File: src/rtl/demux1_2_stream.sv
// ---------------------------------------------------------------------------
// demux1_2_stream
//   Registered 1-to-2 stream demultiplexer with valid/ready handshakes. Each
//   accepted word is steered by its select bit into one of two 2-entry FIFOs.
//   The FIFOs are independent, so a stalled consumer never blocks the other.
//
// Ports
//   clk, rst_n          clock, async active-low reset
//   flush               synchronous clear of both FIFOs (beats push/pop)
//   in_data/in_sel      offered word and its destination (0 -> out0, 1 -> out1)
//   in_valid/in_ready   producer handshake
//   outX_data/valid     head word of FIFO X and its non-empty flag
//   outX_ready          consumer X pops the head word this cycle
//   cnt0/cnt1           occupancy of each FIFO (0..2)
// ---------------------------------------------------------------------------

// ---------------------------------------------------------------------------
// demux_fifo2
//   2-entry FIFO whose occupancy is held directly as the FSM state. The head
//   word is kept in its own register so it holds its last value once the FIFO
//   drains, and reads 0 after reset or flush.
//
// Ports
//   clk, rst_n, flush   as in the top level
//   push_i, wdata_i     write request and word (ignored while FULL)
//   pop_i               read request (ignored while EMPTY)
//   rdata_o, valid_o    head word and non-empty flag
//   full_o, cnt_o       full flag and occupancy
//
//   state | meaning
//   EMPTY | no words buffered, valid_o=0
//   ONE   | one word buffered, head at rd_ptr
//   FULL  | two words buffered, pushes refused even if a pop happens
// ---------------------------------------------------------------------------
module demux_fifo2 #(
    parameter int DW = 8
) (
    input  logic          clk,
    input  logic          rst_n,
    input  logic          flush,
    input  logic          push_i,
    input  logic [DW-1:0] wdata_i,
    input  logic          pop_i,
    output logic [DW-1:0] rdata_o,
    output logic          valid_o,
    output logic          full_o,
    output logic [1:0]    cnt_o
);

    typedef enum logic [1:0] {
        EMPTY = 2'd0,
        ONE   = 2'd1,
        FULL  = 2'd2
    } state_e;

    state_e        state_q, state_d;
    logic [DW-1:0] mem_q [2];
    logic          wr_ptr_q, wr_ptr_d;
    logic          rd_ptr_q, rd_ptr_d;
    logic [DW-1:0] head_q, head_d;
    logic          do_push;
    logic          do_pop;

    // Qualified events: flush voids anything requested in the same cycle.
    always_comb begin
        do_push = push_i & (state_q != FULL) & ~flush;
        do_pop  = pop_i & (state_q != EMPTY) & ~flush;
    end

    // State register
    always_ff @(posedge clk or negedge rst_n) begin
        if (!rst_n) begin
            state_q <= EMPTY;
        end else begin
            state_q <= state_d;
        end
    end

    // Next-state logic
    always_comb begin
        state_d = state_q;
        if (flush) begin
            state_d = EMPTY;
        end else begin
            unique case (state_q)
                EMPTY: begin
                    if (do_push) state_d = ONE;
                end
                ONE: begin
                    if (do_push && !do_pop)      state_d = FULL;
                    else if (!do_push && do_pop) state_d = EMPTY;
                end
                FULL: begin
                    if (do_pop) state_d = ONE;
                end
                default: state_d = EMPTY;
            endcase
        end
    end

    // Output logic
    always_comb begin
        valid_o = (state_q != EMPTY);
        full_o  = (state_q == FULL);
        cnt_o   = state_q;
        rdata_o = head_q;
    end

    // Pointer and head-word next values
    always_comb begin
        wr_ptr_d = wr_ptr_q;
        rd_ptr_d = rd_ptr_q;
        head_d   = head_q;
        if (flush) begin
            wr_ptr_d = 1'b0;
            rd_ptr_d = 1'b0;
            head_d   = '0;
        end else begin
            if (do_push) wr_ptr_d = ~wr_ptr_q;
            if (do_pop)  rd_ptr_d = ~rd_ptr_q;
            // The new head may be the word being written this very cycle.
            if (state_d != EMPTY) begin
                if (do_push && (wr_ptr_q == rd_ptr_d)) begin
                    head_d = wdata_i;
                end else begin
                    head_d = mem_q[rd_ptr_d];
                end
            end
        end
    end

    always_ff @(posedge clk or negedge rst_n) begin
        if (!rst_n) begin
            mem_q[0] <= '0;
            mem_q[1] <= '0;
            wr_ptr_q <= 1'b0;
            rd_ptr_q <= 1'b0;
            head_q   <= '0;
        end else begin
            if (do_push) mem_q[wr_ptr_q] <= wdata_i;
            wr_ptr_q <= wr_ptr_d;
            rd_ptr_q <= rd_ptr_d;
            head_q   <= head_d;
        end
    end

endmodule

module demux1_2_stream #(
    parameter int DW = 8
) (
    input  logic          clk,
    input  logic          rst_n,
    input  logic          flush,
    input  logic [DW-1:0] in_data,
    input  logic          in_sel,
    input  logic          in_valid,
    output logic          in_ready,
    output logic [DW-1:0] out0_data,
    output logic          out0_valid,
    input  logic          out0_ready,
    output logic [DW-1:0] out1_data,
    output logic          out1_valid,
    input  logic          out1_ready,
    output logic [1:0]    cnt0,
    output logic [1:0]    cnt1
);

    logic full0;
    logic full1;
    logic push0;
    logic push1;
    logic pop0;
    logic pop1;

    // in_ready follows in_sel combinationally; the producer keeps in_sel
    // stable while valid, so this never forms a handshake loop.
    always_comb begin
        in_ready = rst_n & ~flush & (in_sel ? ~full1 : ~full0);
        push0    = in_valid & in_ready & ~in_sel;
        push1    = in_valid & in_ready & in_sel;
        pop0     = out0_valid & out0_ready;
        pop1     = out1_valid & out1_ready;
    end

    demux_fifo2 #(.DW(DW)) u_fifo0 (
        .clk     (clk),
        .rst_n   (rst_n),
        .flush   (flush),
        .push_i  (push0),
        .wdata_i (in_data),
        .pop_i   (pop0),
        .rdata_o (out0_data),
        .valid_o (out0_valid),
        .full_o  (full0),
        .cnt_o   (cnt0)
    );

    demux_fifo2 #(.DW(DW)) u_fifo1 (
        .clk     (clk),
        .rst_n   (rst_n),
        .flush   (flush),
        .push_i  (push1),
        .wdata_i (in_data),
        .pop_i   (pop1),
        .rdata_o (out1_data),
        .valid_o (out1_valid),
        .full_o  (full1),
        .cnt_o   (cnt1)
    );

endmodule

File: config.mk
export PLATFORM = sky130hd
export DESIGN_NAME = demux1_2_stream
export DESIGN_NICKNAME = d
export VERILOG_FILES = /design/src/rtl/demux1_2_stream.sv
export SDC_FILE = /design/constraint.sdc
export NUM_CORES = 1
export LEC_CHECK = 0
export BUFFER_PORTS_ARGS = -buffer_cell sky130_fd_sc_hd__buf_2
export CAP_MARGIN = 30
export CORE_ASPECT_RATIO = 1.75
export CORE_MARGIN = 1.5
export CORE_UTILIZATION = 45
export CTS_CLUSTER_SIZE = 14
export DETAILED_ROUTE_END_ITERATION = 7
export PLACE_DENSITY = 0.69
export SLEW_MARGIN = 20
export SYNTH_ARGS = -nofsm -noshare
export SYNTH_HDL_FRONTEND = slang
export SYNTH_SLANG_ARGS = --single-unit
export TNS_END_PERCENT = 10
File: constraint.sdc
create_clock -name clk -period 2 [get_ports clk]
set_input_delay 0.2 -clock clk [delete_from_list [all_inputs] [get_ports clk]]
set_output_delay 0.2 -clock clk [all_outputs]
set_load 0.03 [all_outputs]
# [Word-level counts from Yosys, hierarchy flattened]
# Cells that the tools add are included.
# Widths: inputs -> output; s select.
[totals] memories=0 mem_bits_rw=0 regBits=56 inputBits=15 output_inout_bits=23 word_cells=116 latch_bits=0 romBits=0
[classes] reduce_logical=22 eq_ne=8 mul=0 n_addsub=0 n_mux=41 n_lt_le_gt_ge=6 n_shift=0 bitwise_logic=27 n_div=0
[op_table] operator="$mux 8" n=14
[op_table] operator="$bwmux 16" n=2
[op_table] operator="$mux 2" n=10
[op_table] operator="$demux 8 s1" n=2
[op_table] operator="$reduce_bool 2->1" n=8
[op_table] operator="$and 1x1->1" n=15
[op_table] operator="$pmux 2 s3" n=2
[op_table] operator="$mux 1" n=11
[op_table] operator="$ge 2x2->1 const B" n=4
[op_table] operator="$logic_and 1x1->1" n=8
[op_table] operator="$not 1->1" n=8
[op_table] operator="$not 1->2" n=4
[op_table] operator="$eq 2x1->1 const B" n=2
[op_table] operator="$eq 2x2->1 const B" n=2
[op_table] operator="$logic_not 1->1" n=4
[op_table] operator="$logic_not 2->1" n=2
[op_table] operator="$lt 2x1->1 const B" n=2
[op_table] operator="$ne 2x2->1 const B" n=2
[op_table] operator="$eq 1x1->1" n=2

# [Depth between registers and ports, before layout]
# Gate-level depths: netlist of run 1.
[logic_depth] word_depth=17 mapped_depth=6 ltp_nobuf=5

# [Modules after synthesis]
# From an unflattened synthesis of run 1, not the netlist that was laid out.
[unflattened] hier_cells=257 hier_area_um2=2915.3
[modules_own_cells] module="demux_fifo2 at u_fifo0" cells_per_inst=125 area_each_um2=1438.9 instances=1
[modules_own_cells] module="demux_fifo2 at u_fifo1" cells_per_inst=125 area_each_um2=1416.4 instances=1
[modules_own_cells] module="demux1_2_stream" cells_per_inst=7 area_each_um2=60.1 instances=1

# [Least setup slack after synthesis of run 1]
# OpenSTA, ideal clock, no wires.
[synth_timing] kind="flip-flop to flip-flop" from="register u_fifo0.state_q[0], in the netlist u_fifo0.cnt_o[0]" to="register u_fifo0.head_q[0], in the netlist u_fifo0.rdata_o[0]" slack_ns=-0.114 setup_ns=0.090 arrival_time_ns=2.024 path_buffers=0 path_stages_with_launch=6 cell_sequence="dfrtp_1 > or2_2 > and3_2 > xnor3_1 > a311o_2 > o221ai_1"
[synth_between] word_cells_on_any_way=38
[synth_rtl] element="from (decl)" line_no="56" text="state_e state_q, state_d;"
[synth_rtl] element="from (signal assigned)" line_no="75" text="state_q <= state_d;"
[synth_rtl] element="$reduce_bool 2->1 (*)" line_no="103" text="valid_o = (state_q != EMPTY);"
[synth_rtl] element="net out0_valid" line_no="160" text="output logic out0_valid,"
[synth_rtl] element="$and 1x1->1" line_no="182" text="pop0 = out0_valid & out0_ready;"
[synth_rtl] element="$and 1x1->1 (*) (2 in series)" line_no="67" text="do_pop = pop_i & (state_q != EMPTY) & ~flush;"
[synth_rtl] element="$mux 1" line_no="120" text="if (do_pop) rd_ptr_d = ~rd_ptr_q;"
[synth_rtl] element="$mux 1" line_no="114" text="if (flush) begin"
[synth_rtl] element="$not 1->2 (implied by the code)" line_no="126" text="head_d = mem_q[rd_ptr_d];"
[synth_rtl] element="$mux 8 (implied by the code) (3 in series)" line_no="126"
[synth_rtl] element="$mux 8" line_no="123" text="if (do_push && (wr_ptr_q == rd_ptr_d)) begin"
[synth_rtl] element="$mux 8" line_no="122" text="if (state_d != EMPTY) begin"
[synth_rtl] element="$mux 8" line_no="114"
[synth_rtl] element="to (signal assigned)" line_no="138" text="head_q <= '0;"
[synth_rtl] element="to (signal assigned)" line_no="143" text="head_q <= head_d;"
[synth_rtl] element="to (decl)" line_no="60" text="logic [DW-1:0] head_q, head_d;"
# Mark *: on every way through the listed nets, which the timed path passes. The rest lies on a longest branch. The select of a mux whose other input is x is not followed.
# A chain may end at the register's enable or synchronous reset.

# [Worst setup path after layout of run 1]
[layout_timing] from="register u_fifo0.state_q[0], in the netlist u_fifo0.cnt_o[0]" to="register u_fifo0.head_q[3], in the netlist u_fifo0.rdata_o[3]"
[layout_between] elab_chain_len=16 word_cells_on_any_way=38
[layout_lines] element="$eq 2x2->1" line_no="85, 104"
[layout_lines] element="$not 1->1" line_no="179" text="in_ready = rst_n & ~flush & (in_sel ? ~full1 : ~full0);"
[layout_lines] element="$mux 1" line_no="179"
[layout_lines] element="$and 1x1->1" line_no="179"
[layout_lines] element="$and 1x1->1 (2 in series)" line_no="180" text="push0 = in_valid & in_ready & ~in_sel;"
[layout_lines] element="$and 1x1->1 (2 in series)" line_no="66" text="do_push = push_i & (state_q != FULL) & ~flush;"
[layout_lines] element="$logic_not 1->1" line_no="91" text="else if (!do_push && do_pop) state_d = EMPTY;"
[layout_lines] element="$logic_and 1x1->1" line_no="91"
[layout_lines] element="$mux 2" line_no="91"
[layout_lines] element="$mux 2" line_no="90" text="if (do_push && !do_pop) state_d = FULL;"
[layout_lines] element="$pmux 2 s3" line_no="85" text="unique case (state_q)"
[layout_lines] element="$mux 2" line_no="82" text="if (flush) begin"
[layout_lines] element="$reduce_bool 2->1" line_no="122"
[layout_lines] element="$reduce_bool 2->1 (no source line)"
# Several ways; a longest one is shown, not always the timed one. The select of a mux whose other input is x is not followed.

==> impl_metrics.env, run 1 <==
export IMPL_p_sw_share_pct=27.7
export IMPL_ant_nets=0
export IMPL_grt_setup_unrepaired="false"
export IMPL_dp_hpwl_um=4070
export IMPL_max_slew_margin_pct=53.8
export IMPL_route_vias_total=1834
export IMPL_numCtsBuffers=5
export IMPL_ys_seq_elements=56
export IMPL_synth_edf_count=0
export IMPL_seqPwrFrac_pct=57.0
export IMPL_first_iter_violations=52
export IMPL_power_frac_clock_pct=25.4
export IMPL_gp_congestion=0.780
export IMPL_viasPerCell=5.39
export IMPL_startpoint="u_fifo0.cnt_o[0]$_DFF_PN0_"
export IMPL_antenna_found_initial=0
export IMPL_reg2reg_depth=5
export IMPL_die_x_um=60.1
export IMPL_synthFlopType="dfrtp_1"
export IMPL_cts_resized_gates=0
export IMPL_netlist_area_sq_mm=0.00256
export IMPL_status="completed"
export IMPL_die_area_sq_mm=0.00618
export IMPL_syn_avg_cell_area_sq_um=11.7
export IMPL_ys_async_sr_fraction_pct=100
export IMPL_fin_crit_sh_pct=94.6
export IMPL_cts_root_buffer="clkbuf_8"
export IMPL_r2r_slack_ns=0.11
export IMPL_hold_buffers=0
export IMPL_synthTopCellsByArea="dfrtp_1 (55%), mux2_2 (7.0%), mux2i_1 (6.2%)"
export IMPL_cp_required_ns=2.21
export IMPL_tritoncts="built"
export IMPL_remaining_drc_errors=0
export IMPL_grt_pass1_vias=1861
export IMPL_setup_tns_final_ns=0
export IMPL_post_dp_cell_area_sq_mm=0.00286
export IMPL_synth_fp_nets=234
export IMPL_yosysSeqAreaShare_pct=54.6
export IMPL_drive_gt1_share_pct=29.9
export IMPL_crit_buf_inv=0
export IMPL_clk_pin_slew_ns=0.09
export IMPL_cp_top_family="compound AO/OA/AOI/OAI gates"
export IMPL_nNetsFinal=278
export IMPL_cpPeakStageDelay_ns=0.45
export IMPL_portBuffers=37
export IMPL_wl_per_cell_um=15.9
export IMPL_rr_startpoint="u_fifo0.cnt_o[0]$_DFF_PN0_"
export IMPL_powerDensity_mw_per_mm2=817
export IMPL_internal_power_uw=1750
export IMPL_cp_max_fo=8
export IMPL_post_route_cell_area_sq_mm=0.00296
export IMPL_startpoint_type="flop"
export IMPL_crit_slowest_cell="a311o_2"
export IMPL_critPathKind="flop to flop"
export IMPL_crit_reg2reg_capture="u_fifo0.rdata_o[3]$_DFFE_PN0P_"
export IMPL_setup_viol=0
export IMPL_pin_count=38
export IMPL_clockBufferDepth=2
export IMPL_diodes=0
export IMPL_clk_insertion_delay_late_ns=0.30
export IMPL_combPwrFrac_pct=17.6
export IMPL_cts_htree_levels=2
export IMPL_p_switching_uw=669
export IMPL_design_core_area_sq_mm=0.00554
export IMPL_dr_pass1_iters=4
export IMPL_drv_cap=0
export IMPL_critPathCaptureType="flop"
export IMPL_grt_overflow=0
export IMPL_leakage_uw=0.00148
export IMPL_slew_viol_final=0
export IMPL_critPathArrivalTime_ns=2.11
export IMPL_critical_path_depth=5
export IMPL_min_path_type="input port to flop"
export IMPL_drt_total_wl_um=5410
export IMPL_grt_max_degree=57
export IMPL_initial_core_util_pct=46.3
export IMPL_cts_setup_buffers=0
export IMPL_yosysTopAreaCellShare_pct=54.6
export IMPL_synth_cells=219
export IMPL_clock_fmax_mhz=528
export IMPL_hold_violations=0
export IMPL_worst_pin_slew_ns=0.693
export IMPL_die_h_um=103
export IMPL_min_period_ns=1.89
export IMPL_endpoint="u_fifo0.rdata_o[3]$_DFFE_PN0P_"
export IMPL_yosysUniqueCellTypes=38
export IMPL_synth_area_leader_cell="dfrtp_1"
export IMPL_grt_pass1_wl_um=8890
export IMPL_area_growth_pct=15.3
export IMPL_grt_usage_pct=19.7
export IMPL_ys_warnings_count=0
export IMPL_clock_sinks=56
export IMPL_rows=36
export IMPL_ir_worst_vdd_mv=0.562
export IMPL_fin_worst_skew_ns=0.00446
export IMPL_cp_cell_sequence="or2_4 -> and3_2 -> xnor3_1 -> a311o_2 -> o221ai_1"
==> power by group through the flow <==
stage,logic (uW),clock network (uW),registers [uW]
3_5_place_dp,432,0,1400
5_1_grt,473,689,1390
2_1_floorplan,226,0,1440
6_report,426,614,1380
4_1_cts,433,644,1380
3_3_place_gp,422,0,1400
==> layout by cell type (no fill, tap or decap), drive strengths merged, types with 3 or more instances in the layout <==
cell / n
mux2i: 16
xnor2: 6
dfrtp: 56
nor2b: 3
nand2b: 3
nor3: 4
o21ai: 16
a21oi: 3
inv: 11
clkbuf: 8
nor2: 10
o221ai: 16
mux2: 16
nand2: 37
buf: 41
==> layer usage <==
layer / share of wire [%] / up-vias / global-route usage, %
li1: - / 871 / -
met1: 39 / 911 / 23.1
met2: 55 / 40 / 33.9
met3: 2.6 / 12 / 3.76
met4: 3.1 / 0 / 8.89
met5: 0 / - / 0
==> synth_stat cells (all sizes together) (3+ instances only) <==
master and count:
xnor2 6, dfrtp 56, nor2 10, o21ai 16, clkbuf 3, nand2 37
nor3 4, nand2b 3, o221ai 16, nor2b 3, a21oi 3, mux2 16
inv 11, mux2i 16
==> cell type report <==
cell class | instances | area (sq um)
multi-input combinational | 148 | 1110
inverter | 11 | 41.3
fill | 525 | 2580
timing repair buffer | 41 | 215
tap | 76 | 95.1
sequential | 56 | 1400
clock buffer | 8 | 90.1
==> cell families after synthesis <==
logic type      count (synthesis)  share of synthesized area (%)
buf+inv                        15                           2.24
mux                            32                           13.3
flops                          56                           54.6
xor+xnor                        7                           3.95
simple gates                   67                           13.7
compound gates                 42                           12.2
==> worst min-delay path by stage <==
| stage | from | end | slack [ns] | cells after the start |
|---|---|---|---|---|
| finish | out0_ready | u_fifo0.cnt_o[1]$_DFF_PN0_ | 0.09 | 2 |
| detailed placement | out0_ready | u_fifo0.cnt_o[1]$_DFF_PN0_ | 0.41 | 2 |
| global route | out0_ready | u_fifo0.cnt_o[1]$_DFF_PN0_ | 0.07 | 2 |
| global placement | out0_ready | u_fifo0.cnt_o[1]$_DFF_PN0_ | 0.40 | 2 |
| floorplan | rst_n | u_fifo0.cnt_o[0]$_DFF_PN0_ | -0.1 | 0 |
| CTS | out0_ready | u_fifo0.cnt_o[1]$_DFF_PN0_ | 0.07 | 2 |
==> stage by stage <==
step | hold WS (ns) | setup slack [ns] | std cells | total power, uW | utilization (%)
floorplan | -0.0956 | 0.0431 | 219 | 1660 | -
global placement | 0.403 | 0.141 | 332 | 1820 | 51.7
detailed placement | 0.406 | 0.0904 | 332 | 1830 | 51.7
CTS | 0.0721 | 0.0343 | 340 | 2450 | 53.3
global route | 0.0669 | 0.00901 | 340 | 2550 | 53.4
finish | 0.0878 | 0.107 | 340 | 2420 | 53.4
==> sequential cells by signal (all words and copies together), names as in the netlist <==
register	count
u_fifo0.mem_q	16
u_fifo1.cnt_o	2
u_fifo1.wr_ptr_q	1
u_fifo0.rdata_o	8
u_fifo1.rd_ptr_q	1
u_fifo0.wr_ptr_q	1
u_fifo0.cnt_o	2
u_fifo0.rd_ptr_q	1
u_fifo1.rdata_o	8
u_fifo1.mem_q	16
Power figures use the tool's default switching activity.
==> inputs of run 2 (changes only) <==
--- a/config.mk
+++ b/config.mk
@@ -7,12 +7,13 @@
 export LEC_CHECK = 0
 export BUFFER_PORTS_ARGS = -buffer_cell sky130_fd_sc_hd__buf_2
 export CAP_MARGIN = 30
-export CORE_ASPECT_RATIO = 1.75
+export CORE_ASPECT_RATIO = 0.8
 export CORE_MARGIN = 1.5
 export CORE_UTILIZATION = 45
 export CTS_CLUSTER_SIZE = 14
 export DETAILED_ROUTE_END_ITERATION = 7
 export PLACE_DENSITY = 0.69
+export RECOVER_POWER = 100
 export SLEW_MARGIN = 20
 export SYNTH_ARGS = -nofsm -noshare
 export SYNTH_HDL_FRONTEND = slang
==> impl_metrics.env, run 2 (synthesis gave the netlist of run 1 again) <==
export IMPL_pre_cts_ws_ns=0.102
export IMPL_clk_insertion_delay_late_ns=0.31
export IMPL_clock_fmax_mhz=525
export IMPL_grt_setup_unrepaired="false"
export IMPL_grt_usage_pct=18.0
export IMPL_tritoncts="built"
export IMPL_first_iter_violations=54
export IMPL_r2r_slack_ns=0.09
export IMPL_hold_slack_ns=0.0745
export IMPL_diodes=0
export IMPL_setup_tns_final_ns=0
export IMPL_die_area_sq_mm=0.00616
export IMPL_fin_worst_skew_ns=0.0138
export IMPL_rr_startpoint="u_fifo0.cnt_o[0]$_DFF_PN0_"
export IMPL_max_slew_margin_pct=48.2
export IMPL_dp_hpwl_um=3770
export IMPL_worstHoldEndpoint="u_fifo0.cnt_o[1]$_DFF_PN0_"
export IMPL_critPathCaptureType="flop"
export IMPL_pin_count=38
export IMPL_ir_worst_vdd_mv=0.516
export IMPL_drive_gt1_share_pct=21.4
export IMPL_status="completed"
export IMPL_worstHoldPathCells=2
export IMPL_gp_congestion=0.832
export IMPL_setup_viol=0
export IMPL_antenna_found_initial=0
export IMPL_clockBufferDepth=2
export IMPL_cts_htree_levels=2
export IMPL_cp_required_ns=2.23
export IMPL_die_h_um=70.5
export IMPL_fin_crit_sh_pct=95.3
export IMPL_utilization_pct=53.8
export IMPL_startpoint_type="flop"
export IMPL_viasPerCell=5.09
export IMPL_reg2reg_depth=5
export IMPL_leakage_uw=0.00141
export IMPL_placed_cells=335
export IMPL_cts_root_buffer="clkbuf_8"
export IMPL_ant_nets=0
export IMPL_drv_cap=0
export IMPL_clk_pin_slew_ns=0.11
export IMPL_grt_max_degree=56
export IMPL_final_common_cell="dfrtp_1"
export IMPL_grt_pass1_vias=1669
export IMPL_grt_overflow=0
export IMPL_initial_core_util_pct=46.9
export IMPL_largestRegisters="u_fifo0.mem_q (16), u_fifo1.mem_q (16)"
export IMPL_clock_sinks=56
export IMPL_crit_reg2reg_capture="u_fifo0.rdata_o[4]$_DFFE_PN0P_"
export IMPL_layout_cells_non_filler=344
export IMPL_min_from="out0_ready"
export IMPL_drt_total_wl_um=5080
export IMPL_layout_common_cells="dfrtp_1 (55), nand2_1 (37), clkbuf_1 (23)"
export IMPL_cp_max_fo=8
export IMPL_cts_setup_buffers=0
export IMPL_remaining_drc_errors=0
export IMPL_slew_viol_final=0
export IMPL_die_x_um=87.4
export IMPL_route_vias_total=1751
export IMPL_numCtsBuffers=5
export IMPL_min_path_type="input port to flop"
export IMPL_dr_pass1_iters=4
export IMPL_design_core_area_sq_mm=0.00547
export IMPL_rows=24
export IMPL_grt_pass1_wl_um=8540
export IMPL_worst_slack_ns=0.0938
export IMPL_area_growth_pct=14.7
export IMPL_powerDensity_mw_per_mm2=819
export IMPL_worst_pin_slew_ns=0.773
export IMPL_nNetsFinal=280
export IMPL_hold_violations=0
export IMPL_critPathKind="flop to flop"
export IMPL_portBuffers=37
export IMPL_wl_per_cell_um=14.8
export IMPL_critPathArrivalTime_ns=2.14
export IMPL_min_period_ns=1.91
-- run 2: report_power, final --
part	internal [uW]	switching (uW)
combinational	173	245
sequential	1280	85.1
clock	252	374
-- run 2: final cells by class --
cell class / instances / area (sq um)
fillers: 522 / 2520
flip-flops and latches: 56 / 1400
multi-input cells: 148 / 1110
repair buffers: 43 / 201
well taps: 78 / 97.6
clock buffers: 5 / 68.8
inverters: 11 / 41.3
clock inverters: 3 / 22.5
-- run 2: repair_timing --
item                       4_1_cts  5_1_grt
resized for setup                0        1
setup endpoints to repair        0        4
hold endpoints to repair         2        0
hold buffers                     1        0
-- run 2: worst max-delay path by stage --
stage	from	endpoint	slack, ns	cells past startpoint
after floorplan	u_fifo0.cnt_o[0]$_DFF_PN0_	u_fifo0.rdata_o[0]$_DFFE_PN0P_	0.04	5
final	u_fifo0.cnt_o[0]$_DFF_PN0_	u_fifo0.rdata_o[4]$_DFFE_PN0P_	0.09	5
after detailed placement	u_fifo0.cnt_o[0]$_DFF_PN0_	u_fifo0.rdata_o[4]$_DFFE_PN0P_	0.10	5
after CTS	u_fifo0.cnt_o[0]$_DFF_PN0_	u_fifo0.rdata_o[1]$_DFFE_PN0P_	0.07	5
after global routing	u_fifo0.cnt_o[1]$_DFF_PN0_	u_fifo0.rdata_o[5]$_DFFE_PN0P_	0.01	5
after global placement	u_fifo0.cnt_o[0]$_DFF_PN0_	u_fifo0.rdata_o[6]$_DFFE_PN0P_	0.14	5
-- run 2: stage by stage --
stage / area, sq um / total power (uW)
5_1_grt: 2940 / 2530
4_1_cts: 2980 / 2440
3_5_place_dp: 2870 / 1820
2_1_floorplan: 2570 / 1660
6_report: 2940 / 2410
3_3_place_gp: 2870 / 1810
-- run 2: critical path: stages (launching register included) --
cell and delay, ns:
dfrtp_2 0.45, or2_4 0.25, and3_2 0.25, xnor3_1 0.22
a311o_2 0.45, o221ai_1 0.20
-- run 2: layer usage --
layer	global-route usage (%)	vias up	wire length [um]
met4	3.70	0	42
met5	0	-	0
met2	24.5	37	2060
li1	-	870	-
met1	29.3	837	2810
met3	3.90	7	172
